## config.mk

```make
export PLATFORM = sky130hd
export DESIGN_NAME = pipe_batch_ctrl
export DESIGN_NICKNAME = d
export VERILOG_FILES = /design/src/rtl/pipe_batch_ctrl.sv
export SDC_FILE = /design/constraint.sdc
export NUM_CORES = 1
export LEC_CHECK = 0
export BUFFER_PORTS_ARGS = -buffer_cell sky130_fd_sc_hd__buf_2
export CORE_MARGIN = 5
export CORE_UTILIZATION = 25
export DETAILED_ROUTE_END_ITERATION = 6
export GPL_ROUTABILITY_DRIVEN = 0
export GPL_TIMING_DRIVEN = 0
export SLEW_MARGIN = 25
export SYNTH_ARGS = -nofsm -noshare
export SYNTH_HDL_FRONTEND = slang
export SYNTH_SLANG_ARGS = --single-unit
```

## constraint.sdc

```tcl
create_clock -name okClk -period 3.9 [get_ports okClk]
set_input_delay 0.195 -clock okClk [delete_from_list [all_inputs] [get_ports okClk]]
set_output_delay 0.195 -clock okClk [all_outputs]
set_load 0.05 [all_outputs]
```

## src/rtl/pipe_batch_ctrl.sv

```systemverilog
// pipe_batch_ctrl: batches pipe-in words into a kernel operand, runs the kernel, drains its result to pipe-out
module pipe_batch_ctrl #(
   parameter int IN_WORDS  = 4,
   parameter int OUT_WORDS = 4,
   parameter int RES_W     = 16
) (
   input  logic                     okClk,
   input  logic                     rstn,
   input  logic [31:0]              i_pin_data,
   input  logic                     i_pin_valid,
   input  logic                     i_start,
   input  logic                     i_abort,
   output logic                     o_k_start,
   output logic [IN_WORDS*32-1:0]   o_k_din,
   input  logic                     i_k_done,
   input  logic [RES_W-1:0]         i_k_dout,
   output logic                     o_done_trig,
   input  logic                     i_pout_read,
   output logic [31:0]              o_pout_data,
   output logic [31:0]              o_status
);
   localparam logic [1:0] S_IDLE  = 2'd0;
   localparam logic [1:0] S_RUN   = 2'd1;
   localparam logic [1:0] S_DRAIN = 2'd2;
   localparam int RW = OUT_WORDS*32;
   logic [1:0]             r_state, w_next;
   logic [4:0]             r_in_cnt;
   logic [3:0]             r_rd_cnt;
   logic [IN_WORDS*32-1:0] r_kdin;
   logic [RW-1:0]          r_result, w_kres;
   logic [31:0]            r_pout, w_nword;
   logic                   r_kstart, r_done_trig, r_ovf, r_unf, r_serr;
   logic                   w_idle, w_run, w_drain, w_full, w_load, w_start_ok, w_fin, w_last_rd;
   assign w_idle     = r_state == S_IDLE;
   assign w_run      = r_state == S_RUN;
   assign w_drain    = r_state == S_DRAIN;
   assign w_full     = r_in_cnt == 5'(IN_WORDS);
   assign w_load     = w_idle & i_pin_valid & ~w_full & ~i_abort;
   assign w_start_ok = w_idle & i_start & w_full & ~i_abort;
   assign w_fin      = w_run & i_k_done & ~i_abort;
   assign w_last_rd  = w_drain & i_pout_read & (r_rd_cnt == 4'(OUT_WORDS-1));
   assign w_nword    = 32'((r_result << {r_rd_cnt + 4'd1, 5'd0}) >> (RW-32));
   // zero-extend the kernel result to the full pipe-out width
   always_comb begin
      w_kres = '0;
      w_kres[RES_W-1:0] = i_k_dout;
   end
   // state register
   always_ff @(posedge okClk)
      if (!rstn) r_state <= S_IDLE;
      else r_state <= w_next;
   // next state: abort dominates every transition
   always_comb
      w_next = i_abort ? S_IDLE : w_start_ok ? S_RUN : w_fin ? S_DRAIN : w_last_rd ? S_IDLE : r_state;
   // outputs are registered values plus the status word
   always_comb begin
      o_k_start   = r_kstart;
      o_k_din     = r_kdin;
      o_done_trig = r_done_trig;
      o_pout_data = r_pout;
      o_status    = {24'b0, r_state, r_serr, r_ovf, r_unf, 1'b0, w_full, w_run};
   end
   // one-cycle pulses and sticky error flags
   always_ff @(posedge okClk)
      if (!rstn) begin
         r_kstart    <= 1'b0;
         r_done_trig <= 1'b0;
         r_ovf       <= 1'b0;
         r_unf       <= 1'b0;
         r_serr      <= 1'b0;
      end else begin
         r_kstart    <= w_start_ok;
         r_done_trig <= w_fin;
         if (i_pin_valid && !(w_idle && !w_full)) r_ovf <= 1'b1;
         if (i_pout_read && !w_drain) r_unf <= 1'b1;
         if (i_start && !i_abort && !w_start_ok) r_serr <= 1'b1;
      end
   // operand loading: first word lands in the most significant slot
   always_ff @(posedge okClk)
      if (!rstn) begin
         r_kdin   <= '0;
         r_in_cnt <= '0;
      end else begin
         for (int j = 0; j < IN_WORDS; j++)
            if (w_load && r_in_cnt == 5'(IN_WORDS-1-j)) r_kdin[j*32 +: 32] <= i_pin_data;
         if (i_abort || w_last_rd) r_in_cnt <= '0;
         else if (w_load) r_in_cnt <= r_in_cnt + 5'd1;
      end
   // result capture and MS-first drain to pipe-out
   always_ff @(posedge okClk)
      if (!rstn) begin
         r_result <= '0;
         r_rd_cnt <= '0;
         r_pout   <= '0;
      end else begin
         if (w_fin) r_result <= w_kres;
         if (i_abort) begin
            r_rd_cnt <= '0;
            r_pout   <= '0;
         end else if (w_fin) begin
            r_rd_cnt <= '0;
            r_pout   <= 32'(w_kres >> (RW-32));
         end else if (w_drain && i_pout_read) begin
            r_rd_cnt <= r_rd_cnt + 4'd1;
            r_pout   <= w_last_rd ? 32'd0 : w_nword;
         end
      end
endmodule
```

---- After elaboration in Yosys (flattened, before gate mapping) ----
Index checks and enable logic that the tools add are counted.
storage, ports and cells
  ROM bits ................................ 0
  register bits ........................... 192
  memories kept ........................... 0
  bits in latches ......................... 0
  bits in writable memories ............... 0
  bits of input ports ..................... 55
  output and inout bits ................... 194
  word-level logic and storage cells ...... 66
operators by class
  shift operators ......................... 1
  mux-type cells .......................... 4
  order comparisons ....................... 0
  add/sub/neg operators ................... 2
  reduce and logical (&&, ||, !) cells .... 24
  equality and inequality tests ........... 7
  div/mod/pow operators ................... 0
  $mul .................................... 0
  bitwise logic cells ..................... 13
operators with widths
  cell                   count
  $shl A16 B9 Y128       1
  $mux W32               1
  $and A1 B1 Y1          10
  $eq A5 B2 Y1 const B   2
  $logic_and A1 B1 Y1    10
  $reduce_or A3 Y1       2
  $add A5 B1 Y5 const B  1
  $eq A5 B1 Y1 const B   1
  $eq A5 B3 Y1 const B   1
  $logic_not A1 Y1       5
  $logic_not A5 Y1       1
  $add A4 B1 Y4 const B  1
  $eq A4 B2 Y1 const B   1
  $mux W2                2
  $reduce_or A2 Y1       2
  $not A1 Y1             3
  $reduce_bool A3 Y1     1
  $eq A2 B1 Y1 const B   1
  $eq A2 B2 Y1 const B   1
  $logic_not A2 Y1       1
  $reduce_bool A2 Y1     1
  $logic_or A1 B1 Y1     1
  $mux W1                1

---- Logic depth before layout (Yosys ltp) ----
Gate-level depths: netlist (run 1).
  depth after elaboration ................. 6
  gate-level depth with buffers ........... 6
  gate-level depth less buffers ........... 6

---- Least setup slack after synthesis (run 1) ----
OpenSTA, ideal clock, no wires.
  path kind ............................... register to register
  start ................................... reg r_state[0]
  end ..................................... reg r_in_cnt[3]
  arrival time ............................ 1.914 ns
  period minus slack after synthesis ...... 1.984 ns
  data required time ...................... 3.830 ns
  setup time .............................. 0.070 ns
  stages on the path, launching flop included .. 6
  path slack .............................. 1.916 ns
  buffers on the path ..................... 2
  cell sequence ........................... dfxtp_1 -> or4b_1 -> buf_6 -> buf_6 -> or4_1 -> a21oi_1
between the ends
  word-level cells in the longest chain between the ends .. 5
  elaborated cells on any way between the ends .. 9
  those cells by class .................... 1 x eq/ne; 5 x bitwise; 3 x reduce/logical
ends and longest elaborated chain
  what                        RTL line  source
  start: declaration          26        logic [1:0] r_state, w_next;
  start signal: assignment    51        else r_state <= w_next;
  $eq A2 B2 Y1                36        assign w_drain = r_state == S_DRAIN;
  $and A1 B1 Y1 (2 in a row)  41        assign w_last_rd = w_drain & i_pout_read & (r_rd_cnt == 4'(OUT_WORDS-1));
  $logic_or A1 B1 Y1          86        if (i_abort || w_last_rd) r_in_cnt <= '0;
  $reduce_or A2 Y1 (no line)  --
  end signal: assignment      87        else if (w_load) r_in_cnt <= r_in_cnt + 5'd1;
  end: declaration            27        logic [4:0] r_in_cnt;
Several ways; a longest one is shown, not always the timed one.
A chain may end at the register's enable or synchronous reset.

---- Worst setup path after layout (run 1) ----
  start ................................... reg r_state[0]
  end ..................................... reg r_kdin[8] (netlist: o_k_din[8])
between the ends
  word-level cells in the longest chain between the ends .. 5
ends and longest elaborated chain
  what                            RTL line  source
  $logic_not A2 Y1                34        assign w_idle = r_state == S_IDLE;
  $and A1 B1 Y1 (3 in a row)      38        assign w_load = w_idle & i_pin_valid & ~w_full & ~i_abort;
  $logic_and A1 B1 Y1             85        if (w_load && r_in_cnt == 5'(IN_WORDS-1-j)) r_kdin[j*32 +: 32] <= i_pin_data;
  end signal: indexed assignment  85
  end: declaration                29        logic [IN_WORDS*32-1:0] r_kdin;
Every way passes these cells.

==> results.env, run 1 <==
DRC=0
TRITONCTS='yes'
SHARE_OF_SYNTHESIZED_AREA_OCCUPIED_BY_FLIP_FLOPS_AND_LATCHES_PCT=46.89
FINAL_UTIL_PCT=33.05
FINAL_CELLS=1536
TIMING.RR.START='r_state[0]$_SDFFE_PP0P_'
SYNTHTOLAYOUTAREAGROWTH_PCT=30.36
SYNTH_CELL_TYPE_COUNT=38
CLOCK_SINK_COUNT=176
INITIAL_CORE_UTIL_PCT=25.35
REGISTER_BIT_COUNT_REPORTED_BY_YOSYS=176
ASYNCSETRESETFLOPFRACSYNTH_PCT=0
REPORT.FINAL.SLEW_VIOL_COUNT=0
WORST-PATH-MAX-FANOUT=10
CRITPATHMAXSTAGEDELAY_NS=0.91
POWER_AFTER_LAYOUT_mW=4.033
ANTENNA_FOUND_INITIAL=0
DETAIL_ROUTE.WL_PER_CELL_UM=18.15
HALF_PERIMETER_WIRE_LENGTH_AFTER_DETAILED_PLACEMENT_UM=21220
CRITPATHLAUNCH='r_state[0]$_SDFFE_PP0P_'
POWER_PER_CELL_AREA_mW_PER_MM2=411.7
HOLD_BUFFERS=0
SYNTH_FLOP_CELL='sky130_fd_sc_hd__dfxtp_1'
OUTCOME='finished, final reports clean'
ROUTE.ANTENNA.REMAINING_NETS=0
CTS_HTREE_LEVELS=4
DESIGN.CORE.AREA_SQ_MM=0.02964
MET2_WL_POST_DR_UM=13010
DRV.MAX_CAP_VIOLATION_COUNT=0
MAX_CLOCK_FREQ_GHz=0.3946
DR.PASS1.ITERS=5
CLOCK_TREE.ROOT_CELL='sky130_fd_sc_hd__clkbuf_16'
FIRST_GLOBAL_VIAS=6929
CP-START-KIND='flip-flop'
DIE_W_UM=183.4
FIN_CRIT_NS=2.534
WORSTSKEWPAIRLATENCY_NS=0.43
LAYOUT-DRIVE-GT1-SHARE_PCT=26.88
DIE-AREA_SQ_MM=0.03362
POSTLAYOUTCELLAREA_SQ_MM=0.009794
CRITICAL-PATH-SLOWEST-CELL='sky130_fd_sc_hd__nor4b_1'
ROUTED.TOP_LAYER='met4'
SITE_ROW_COUNT=63
FP.DIEH_UM=183.4
ENDPOINT_KIND='flip-flop'
WIRELENGTH_UM=27870
EDFF_COUNT_SYNTH=0
TIMING.FINAL.HOLD_VIOLATIONS=0
CRIT_CHAIN='nor4b_1 -> buf_2 -> clkbuf_1 -> nand3_1 -> a21boi_0'
WHS_NS=0.02692
POSTCTSSETUPBUFFERS=0
PATH_CLASS='flip-flop to flip-flop'
DETAILED_PLACE.AREA_SQ_MM=0.009200
REPORT.FINAL.SETUP_VIOL=0
POST-ROUTE-PERIOD-UTIL_PCT=64.98
WORST_SLEW_MARGIN_REL_PCT=29.00
HOLD_PATH_STARTPOINT='i_k_dout[11]'
GLOBAL_ROUTE.USAGE.TOTAL_PCT=15.89
MET3_WIRE_LENGTH_UM=1548
MAX_SLEW.WORST_PIN.SLEW_NS=1.050
REGISTER_CLOCK_PIN_SLEW_ON_THE_REPORTED_WORST_SETUP_AND_HOLD_PATHS_NS=0.07
VIA_COUNT=7223
SYN-INSTANCE-COUNT=867
DRT-MET1-WL_UM=12840
CTS-BUFFERS-INSERTED=17
SYNTH-WARNING-COUNT=0
POST_CTS_RESIZE_COUNT=0
GRT_SETUP_UNREPAIRED='false'
HOLD_CLASS='primary input to flip-flop'
MAX-VDD-IR-DROP_mV=0.2501
FIN_WS_NS=1.366
PLACED_CELLS=1504
PLACE_WS_NS=1.368
POST_SYNTH_INSTANCE_AREA_SQ_MM=0.007513
SYN-MEAN-INSTANCE-AREA_SQ_UM=8.666
STARTING_DRT_DRC_COUNT=373
GRT_PASS1_WL_UM=41330
INSERTEDDIODECOUNT=0
CRITPATHREQUIREDTIME_NS=4.25
PLACE.PORT_BUFFERS=207
SETUP_TNS_NS=0
CTSLONGESTPATHBUFFERS=2
GRT_MAX_DEGREE=17
FINALCLOCKSKEW_NS=0.01504
DESIGN.FINAL.NETS=1193
PER_CELL_VIA_COUNT_IN_THE_ROUTED_DESIGN=4.702
IOS=249
WORST_EP_ARRIVAL_TIME_NS=2.89
GRT_REMAINING_OVERFLOW=0
TOTAL_LEAKAGE_POWER_nW=3.946
==> Yosys cell counts, types with 3 or more instances <==
| master | instances | share of area, % |
|---|---|---|
| sky130_fd_sc_hd__or4_1 | 3 | 0.30 |
| sky130_fd_sc_hd__o31ai_1 | 4 | 0.40 |
| sky130_fd_sc_hd__clkbuf_1 | 69 | 3.4 |
| sky130_fd_sc_hd__ha_1 | 5 | 0.83 |
| sky130_fd_sc_hd__dfxtp_1 | 176 | 47 |
| sky130_fd_sc_hd__o21ai_0 | 132 | 8.8 |
| sky130_fd_sc_hd__nand2b_1 | 4 | 0.33 |
| sky130_fd_sc_hd__a21boi_0 | 112 | 11 |
| sky130_fd_sc_hd__buf_4 | 46 | 4.6 |
| sky130_fd_sc_hd__nor2_1 | 6 | 0.30 |
| sky130_fd_sc_hd__or4b_2 | 4 | 0.53 |
| sky130_fd_sc_hd__a21oi_1 | 24 | 1.6 |
| sky130_fd_sc_hd__nor2b_1 | 4 | 0.33 |
| sky130_fd_sc_hd__nand2_1 | 49 | 2.4 |
| sky130_fd_sc_hd__inv_1 | 3 | 0.15 |
| sky130_fd_sc_hd__a21boi_1 | 33 | 3.3 |
| sky130_fd_sc_hd__nor4b_1 | 3 | 0.35 |
| sky130_fd_sc_hd__nand3_1 | 134 | 8.9 |
| sky130_fd_sc_hd__buf_2 | 14 | 0.93 |
| sky130_fd_sc_hd__nand4_1 | 16 | 1.3 |
==> power breakdown <==
group / internal (mW) / leakage [nW] / switching (mW)
Clock: 0.977 / 0.283 / 0.786
Sequential: 1.82 / 1.42 / 0.0118
Combinational: 0.115 / 2.24 / 0.327
Total: 2.91 / 3.95 / 1.12
==> sequential cells by signal, indices dropped and copies added (netlist names), 2 cells and up <==
register and flops:
o_k_din 128, o_pout_data 16, r_in_cnt 5, r_rd_cnt 4, r_result 16, r_state 2
==> cell type report <==
cell class,instances,area [sq um]
fillers,3174,19840
repair buffers,207,1036
multi-input cells,594,3433
clock inverters,13,151.4
well taps,390,488.0
inverters,4,15.01
flip-flops and latches,176,3523
clock buffers,19,442.9
plain buffers,133,704.4
==> final timing paths <==
| kind | to | slack (ns) | depth (start not counted) |
|---|---|---|---|
| hold / removal | r_result[11]$_SDFFE_PN0P_ | 0.03 | 3 |
| setup reg to reg | o_k_din[8]$_SDFFE_PN0P_ | 1.37 | 5 |
| setup / recovery | o_k_din[8]$_SDFFE_PN0P_ | 1.37 | 5 |
| hold reg to reg | o_pout_data[14]$_SDFFE_PP0P_ | 0.45 | 2 |
==> critical path: cells and delay by family (launching register included) <==
kind            cells  cell delay [ns]
buf+inv             2             0.88
compound gates      1             0.17
flops               1             0.33
simple gates        2             1.07
==> logic make-up (layout without fill, tap and decap cells) <==
logic type / count (synthesis) / after routing / synth area share, %
muxes: 1 / 1 / 0.1332
buffers and inverters: 137 / 376 / 9.575
other: 1 / 41 / 0.04991
AOI/OAI and AO/OA: 309 / 309 / 25.73
DFF: 176 / 176 / 46.89
and+or+nand+nor: 235 / 235 / 16.44
xor gates and xnor gates: 3 / 3 / 0.3498
adders and majority gates: 5 / 5 / 0.8326
==> layer usage <==
metal / global-route usage, % / vias up
li1: - / 3516
met1: 21.51 / 3461
met2: 25.86 / 229
met3: 3.094 / 17
met4: 4.559 / 0
met5: 0 / -
==> layout by cell type, fill, tap and decap left out, types with 3 or more instances in the layout <==
cell type and count:
sky130_fd_sc_hd__a21boi_0 112, sky130_fd_sc_hd__a21boi_1 33, sky130_fd_sc_hd__a21oi_1 24, sky130_fd_sc_hd__buf_2 221, sky130_fd_sc_hd__buf_4 46, sky130_fd_sc_hd__clkbuf_1 70, sky130_fd_sc_hd__clkbuf_16 17, sky130_fd_sc_hd__clkinvlp_4 3
sky130_fd_sc_hd__conb_1 41, sky130_fd_sc_hd__dfxtp_1 176, sky130_fd_sc_hd__ha_1 5, sky130_fd_sc_hd__inv_1 3, sky130_fd_sc_hd__inv_6 4, sky130_fd_sc_hd__nand2_1 49, sky130_fd_sc_hd__nand2b_1 4, sky130_fd_sc_hd__nand3_1 134
sky130_fd_sc_hd__nand4_1 16, sky130_fd_sc_hd__nor2_1 6, sky130_fd_sc_hd__nor2b_1 4, sky130_fd_sc_hd__nor4b_2 4, sky130_fd_sc_hd__o21ai_0 132, sky130_fd_sc_hd__o31ai_1 4, sky130_fd_sc_hd__or4_1 3, sky130_fd_sc_hd__or4b_2 4
Note: power is estimated with default switching activity, not from simulation.
==> run 2: changes to the inputs <==
Clock period 3.9 ns to 2.56 ns, I/O delays scaled along.
==> run 2 against run 1 <==
Net effect: via count increased by 2.2%; register-to-register slack worse by 1.1 ns; design area increased by 4.6%; critical endpoint is now o_status[1]; first-iteration DRC count grew 12%; clock skew down 0.0015 ns; non-clock buffer count grew 44; critical path type is now flip-flop to output port; die area unchanged; clock-buffer cell count is the same; worst setup slack lost 1.2 ns.
==> results.env, run 2 (synthesized netlist as in run 1, its figures left out) <==
OUTCOME='finished, final reports clean'
CLOCK_SINK_COUNT=176
WORSTSKEWPAIRLATENCY_NS=0.43
DESIGN.CORE.AREA_SQ_MM=0.02964
WIRELENGTH_UM=28180
CLOCK_TREE.ROOT_CELL='sky130_fd_sc_hd__clkbuf_16'
PLACED_CELLS=1504
LAYOUT-DRIVE-GT1-SHARE_PCT=25.97
WORST-PATH-MAX-FANOUT=9
POSTLAYOUTCELLAREA_SQ_MM=0.01024
REGISTER_CLOCK_PIN_SLEW_ON_THE_REPORTED_WORST_SETUP_AND_HOLD_PATHS_NS=0.07
DRC=0
LAYOUT.CELLS.MOST_COMMON_LIST='sky130_fd_sc_hd__buf_2, sky130_fd_sc_hd__dfxtp_1, sky130_fd_sc_hd__nand3_1'
REGTOREGSETUPSLACK_NS=0.24
TRITONCTS='yes'
GLOBAL_ROUTE.USAGE.TOTAL_PCT=16.19
TIMING.FINAL.HOLD_VIOLATIONS=0
DETAILED_PLACE.AREA_SQ_MM=0.009200
CP-START-KIND='flip-flop'
DESIGN.FINAL.NETS=1237
CTS_HTREE_LEVELS=4
CTS-BUFFERS-INSERTED=17
WORST_SLEW_MARGIN_REL_PCT=32.57
PATH_CLASS='flip-flop to output port'
STARTING_DRT_DRC_COUNT=418
LARGEST_REG_FLOPS=128
GRT_MAX_DEGREE=17
PLACE.PORT_BUFFERS=207
MAX_CLOCK_FREQ_GHz=0.4226
GRT_PASS1_WL_UM=42210
DIE_W_UM=183.4
FINALCLOCKSKEW_NS=0.01353
WORST_EP_ARRIVAL_TIME_NS=2.24
DR.PASS1.ITERS=5
FP.DIEH_UM=183.4
FINAL_CELLS=1580
LAYOUT.FILLER_CELLS=3138
DETAIL_ROUTE.WL_PER_CELL_UM=17.83
HALF_PERIMETER_WIRE_LENGTH_AFTER_DETAILED_PLACEMENT_UM=21220
ENDPOINT_KIND='output port'
SYNTHTOLAYOUTAREAGROWTH_PCT=36.30
MAX-VDD-IR-DROP_mV=0.3816
MAX_SLEW.WORST_PIN.SLEW_NS=1.009
REPORT.FINAL.SETUP_VIOL=0
REPORT.FINAL.SLEW_VIOL_COUNT=0
MULTI_INPUT_AREA_SQ_MM=0.003440
SITE_ROW_COUNT=63
INSERTEDDIODECOUNT=0
ROUTE.ANTENNA.REMAINING_NETS=0
GRT_REMAINING_OVERFLOW=0
CTSLONGESTPATHBUFFERS=2
CRITPATHREQUIREDTIME_NS=2.43
POST-ROUTE-PERIOD-UTIL_PCT=92.43
FIRST_GLOBAL_VIAS=7141
FIN_CRIT_NS=2.366
POWER_PER_CELL_AREA_mW_PER_MM2=604.8
DRV.MAX_CAP_VIOLATION_COUNT=0
POSTCTSSETUPBUFFERS=0
HOLD_CLASS='primary input to flip-flop'
SEQCELLAREA_SQ_MM=0.003523
VIA_COUNT=7380
MOST_COMMON_CELL_AFTER_LAYOUT_FILL_AND_TAPS_ASIDE='sky130_fd_sc_hd__buf_2'
ANTENNA_FOUND_INITIAL=0
IOS=249
TOTAL_LEAKAGE_POWER_nW=4.132
GRT_SETUP_UNREPAIRED='false'
DIE-AREA_SQ_MM=0.03362
INITIAL_CORE_UTIL_PCT=25.35
PER_CELL_VIA_COUNT_IN_THE_ROUTED_DESIGN=4.671
SETUP_TNS_NS=0
==> run 2: layout make-up <==
class / instances / area share (%)
plain buffers: 133 / 6.878
clock buffers: 19 / 4.325
inverters: 4 / 0.1466
repair buffers: 251 / 14.42
multi-input cells: 594 / 33.59
flip-flops and latches: 176 / 34.40
clock inverters: 13 / 1.478
well taps: 390 / 4.765
==> run 2: worst max-delay path: stages (launching register included) <==
cell and delay [ns]:
sky130_fd_sc_hd__dfxtp_1 0.40, sky130_fd_sc_hd__inv_1 0.10, sky130_fd_sc_hd__ha_1 0.23, sky130_fd_sc_hd__nand4bb_1 0.28
sky130_fd_sc_hd__clkinv_1 0.36, sky130_fd_sc_hd__buf_4 0.24, sky130_fd_sc_hd__buf_2 0.20
==> run 2: final timing paths <==
path         cells after the start                         start                            to
max                              6      r_in_cnt[0]$_SDFFE_PP0P_                   o_status[1]
min reg2reg                      2  o_pout_data[14]$_SDFFE_PP0P_  o_pout_data[14]$_SDFFE_PP0P_
max reg2reg                      5      r_in_cnt[4]$_SDFFE_PP0P_      o_k_din[43]$_SDFFE_PN0P_
min                              3                i_pin_data[27]     o_k_din[123]$_SDFFE_PN0P_
==> run 2: repair_timing <==
| action | CTS | global route |
|---|---|---|
| endpoints found under the setup margin | 0 | 20 |
| resized for setup | 0 | 1 |
| hold buffers | 44 | 0 |
| hold endpoints to repair | 87 | 0 |
==> run 2: stage by stage <==
step / utilization (%) / power [mW] / setup WS [ns] / hold WS, ns
after floorplan: - / 3.303 / 0.5757 / 0.2729
after global placement: 31.00 / 3.518 / 0.02959 / 0.3880
after detailed placement: 31.04 / 3.521 / 0.02827 / 0.3958
after CTS: 34.53 / 6.269 / 0.03003 / 0.005550
after global routing: 34.55 / 6.430 / 0.06935 / 0.01065
final: 34.55 / 6.194 / 0.1938 / 0.02486
==> run 2: power by group <==
group | internal, mW | total [mW] | switching, mW
Combinational | 0.219 | 0.725 | 0.507
Clock | 1.49 | 2.68 | 1.20
Sequential | 2.77 | 2.79 | 0.0180
Total | 4.47 | 6.19 | 1.72
==> run 2: per-layer routing <==
layer / GRT usage [%] / vias to the layer above / wire (um)
li1: - / 3604 / -
met1: 21.81 / 3505 / 12790
met2: 26.29 / 246 / 13010
met3: 3.054 / 25 / 1702
met4: 5.125 / 0 / 671
met5: 0 / - / 0
==> run 3: changes to the inputs <==
Settings changed: RECOVER_POWER set to 50.
==> run 3 against run 2 <==
Net effect: final cell count unchanged; hold slack better by 0.0023 ns; sequential cell count unchanged; die area unchanged; global-route usage unchanged; sequential share of layout area up 0.65 points; first-iteration DRC count up 9.8%; total power about the same; sequential power about the same; register-to-register slack worse by 0.05 ns; critical path depth unchanged; critical endpoint unchanged; clock power about the same.
==> results.env, run 3 (synthesized netlist as in run 1, its figures left out) <==
CP-START-KIND='flip-flop'
WHS_NS=0.02718
CLOCK_TREE.ROOT_CELL='sky130_fd_sc_hd__clkbuf_16'
CRITPATHREQUIREDTIME_NS=2.43
DRV.MAX_CAP_VIOLATION_COUNT=0
PLACE.PORT_BUFFERS=207
REGISTER_CLOCK_PIN_SLEW_ON_THE_REPORTED_WORST_SETUP_AND_HOLD_PATHS_NS=0.07
TOTAL_LEAKAGE_POWER_nW=3.475
INITIAL_CORE_UTIL_PCT=25.35
REPORT.FINAL.SETUP_VIOL=0
SYNTHTOLAYOUTAREAGROWTH_PCT=33.77
WIRELENGTH_UM=28280
SETUP_TNS_NS=0
LAYOUT.FILLER_CELLS=3220
POWER_PER_CELL_AREA_mW_PER_MM2=616.5
MOST_COMMON_CELL_AFTER_LAYOUT_FILL_AND_TAPS_ASIDE='sky130_fd_sc_hd__clkbuf_1'
LARGEST_REG_FLOPS=128
DRC=0
LAYOUT.CELLS.MOST_COMMON_LIST='sky130_fd_sc_hd__clkbuf_1, sky130_fd_sc_hd__dfxtp_1, sky130_fd_sc_hd__nand3_1'
DETAIL_ROUTE.WL_PER_CELL_UM=17.90
OUTCOME='finished, final reports clean'
GRT_REMAINING_OVERFLOW=0
HALF_PERIMETER_WIRE_LENGTH_AFTER_DETAILED_PLACEMENT_UM=21220
WORSTSKEWPAIRLATENCY_NS=0.43
DESIGN.CORE.AREA_SQ_MM=0.02964
MAX_SLEW.WORST_PIN.SLEW_NS=1.055
DIE_W_UM=183.4
STARTING_DRT_DRC_COUNT=459
DR.PASS1.ITERS=5
PATH_CLASS='flip-flop to output port'
FIN_CRIT_NS=2.383
SITE_ROW_COUNT=63
HOLD_CLASS='primary input to flip-flop'
TIMING.FINAL.HOLD_VIOLATIONS=0
PER_CELL_VIA_COUNT_IN_THE_ROUTED_DESIGN=4.679
FP.DIEH_UM=183.4
WORST-PATH-MAX-FANOUT=9
LAYOUT-DRIVE-GT1-SHARE_PCT=13.19
REGTOREGSETUPSLACK_NS=0.19
TRITONCTS='yes'
WORST_EP_ARRIVAL_TIME_NS=2.25
GRT_PASS1_WL_UM=42210
CTS_HTREE_LEVELS=4
CRITPATHMAXSTAGEDELAY_NS=0.40
DIE-AREA_SQ_MM=0.03362
CTS-BUFFERS-INSERTED=17
IOS=249
ENDPOINT_KIND='output port'
CRITICAL-PATH-SLOWEST-CELL='sky130_fd_sc_hd__dfxtp_1'
FIRST_GLOBAL_VIAS=7141
REPORT.FINAL.SLEW_VIOL_COUNT=0
VIA_COUNT=7393
POST-ROUTE-PERIOD-UTIL_PCT=93.08
CTSLONGESTPATHBUFFERS=2
POSTCTSSETUPBUFFERS=0
INSERTEDDIODECOUNT=0
WORST_SLEW_MARGIN_REL_PCT=29.48
CLOCK_SINK_COUNT=176
DESIGN.FINAL.NETS=1237
MAX_CLOCK_FREQ_GHz=0.4197
GRT_MAX_DEGREE=17
GRT_SETUP_UNREPAIRED='false'
ANTENNA_FOUND_INITIAL=0
MAX-VDD-IR-DROP_mV=0.3827
FINALCLOCKSKEW_NS=0.01274
ROUTE.ANTENNA.REMAINING_NETS=0
CRIT_CHAIN='inv_1 -> ha_1 -> nand4bb_1 -> clkinv_1 -> buf_4 -> buf_2'
GLOBAL_ROUTE.USAGE.TOTAL_PCT=16.19
-- run 3: cell count changes in the layout (fill, tap and decap cells not counted), sizes merged --
cell    change
buf       -152
clkbuf    +152
-- run 3: stage by stage --
stage | utilization, % | area [sq um] | total power, mW | setup WS [ns] | instances
2_1_floorplan | - | 7664 | 3.303 | 0.5757 | 907
3_3_place_gp | 31.00 | 9188 | 3.518 | 0.02959 | 1504
3_5_place_dp | 31.04 | 9200 | 3.521 | 0.02827 | 1504
4_1_cts | 34.53 | 10230 | 6.269 | 0.03003 | 1580
5_1_grt | 33.91 | 10050 | 6.423 | 0.06935 | 1580
6_report | 33.91 | 10050 | 6.196 | 0.1772 | 1580
-- run 3: routing by layer --
metal | track usage [%] | part of all wire [%] | vias up | wire (um)
met5 | 0 | 0 | - | 0
met4 | 5.125 | 2.2 | 0 | 620
met3 | 3.054 | 5.1 | 21 | 1450
met2 | 26.29 | 46 | 237 | 13060
met1 | 21.81 | 46 | 3522 | 13150
li1 | - | - | 3613 | -
-- run 3: final timing paths --
| kind | start | to | cells after the start |
|---|---|---|---|
| hold / removal | i_pin_data[18] | o_k_din[18]$_SDFFE_PN0P_ | 3 |
| setup / recovery | r_in_cnt[0]$_SDFFE_PP0P_ | o_status[1] | 6 |
| hold reg to reg | o_pout_data[14]$_SDFFE_PP0P_ | o_pout_data[14]$_SDFFE_PP0P_ | 2 |
| setup reg to reg | r_in_cnt[4]$_SDFFE_PP0P_ | o_k_din[43]$_SDFFE_PN0P_ | 5 |
-- run 3: cell type report --
type                    instances  area, sq um  area share, %
clock buffers                  19        442.9          4.407
flip-flops and latches        176         3523          35.06
repair buffers                251         1287          12.81
multi-input cells             594         3440          34.22
plain buffers                 133        703.2          6.996
well taps                     390        488.0          4.855
inverters                       4        15.01         0.1494
clock inverters                13        151.4          1.506
-- run 3: worst max-delay path, delay by kind of cell (launching register included) --
kind | cells | cell delay [ns]
and+or+nand+nor | 1 | 0.29
DFF | 1 | 0.40
adders and majority gates | 1 | 0.23
buffers and inverters | 4 | 0.90
-- run 3: what timing repair did --
action / in CTS / in global routing
hold buffers: 44 / 0
endpoints found under the setup margin: 0 / 20
gates resized for setup: 0 / 1
hold endpoints to repair: 87 / 0
-- run 3: report_power, final --
part | leakage (nW) | internal, mW | switching (mW)
Sequential | 1.42 | 2.77 | 0.0188
Combinational | 1.77 | 0.210 | 0.508
Clock | 0.283 | 1.49 | 1.20
Total | 3.48 | 4.47 | 1.73
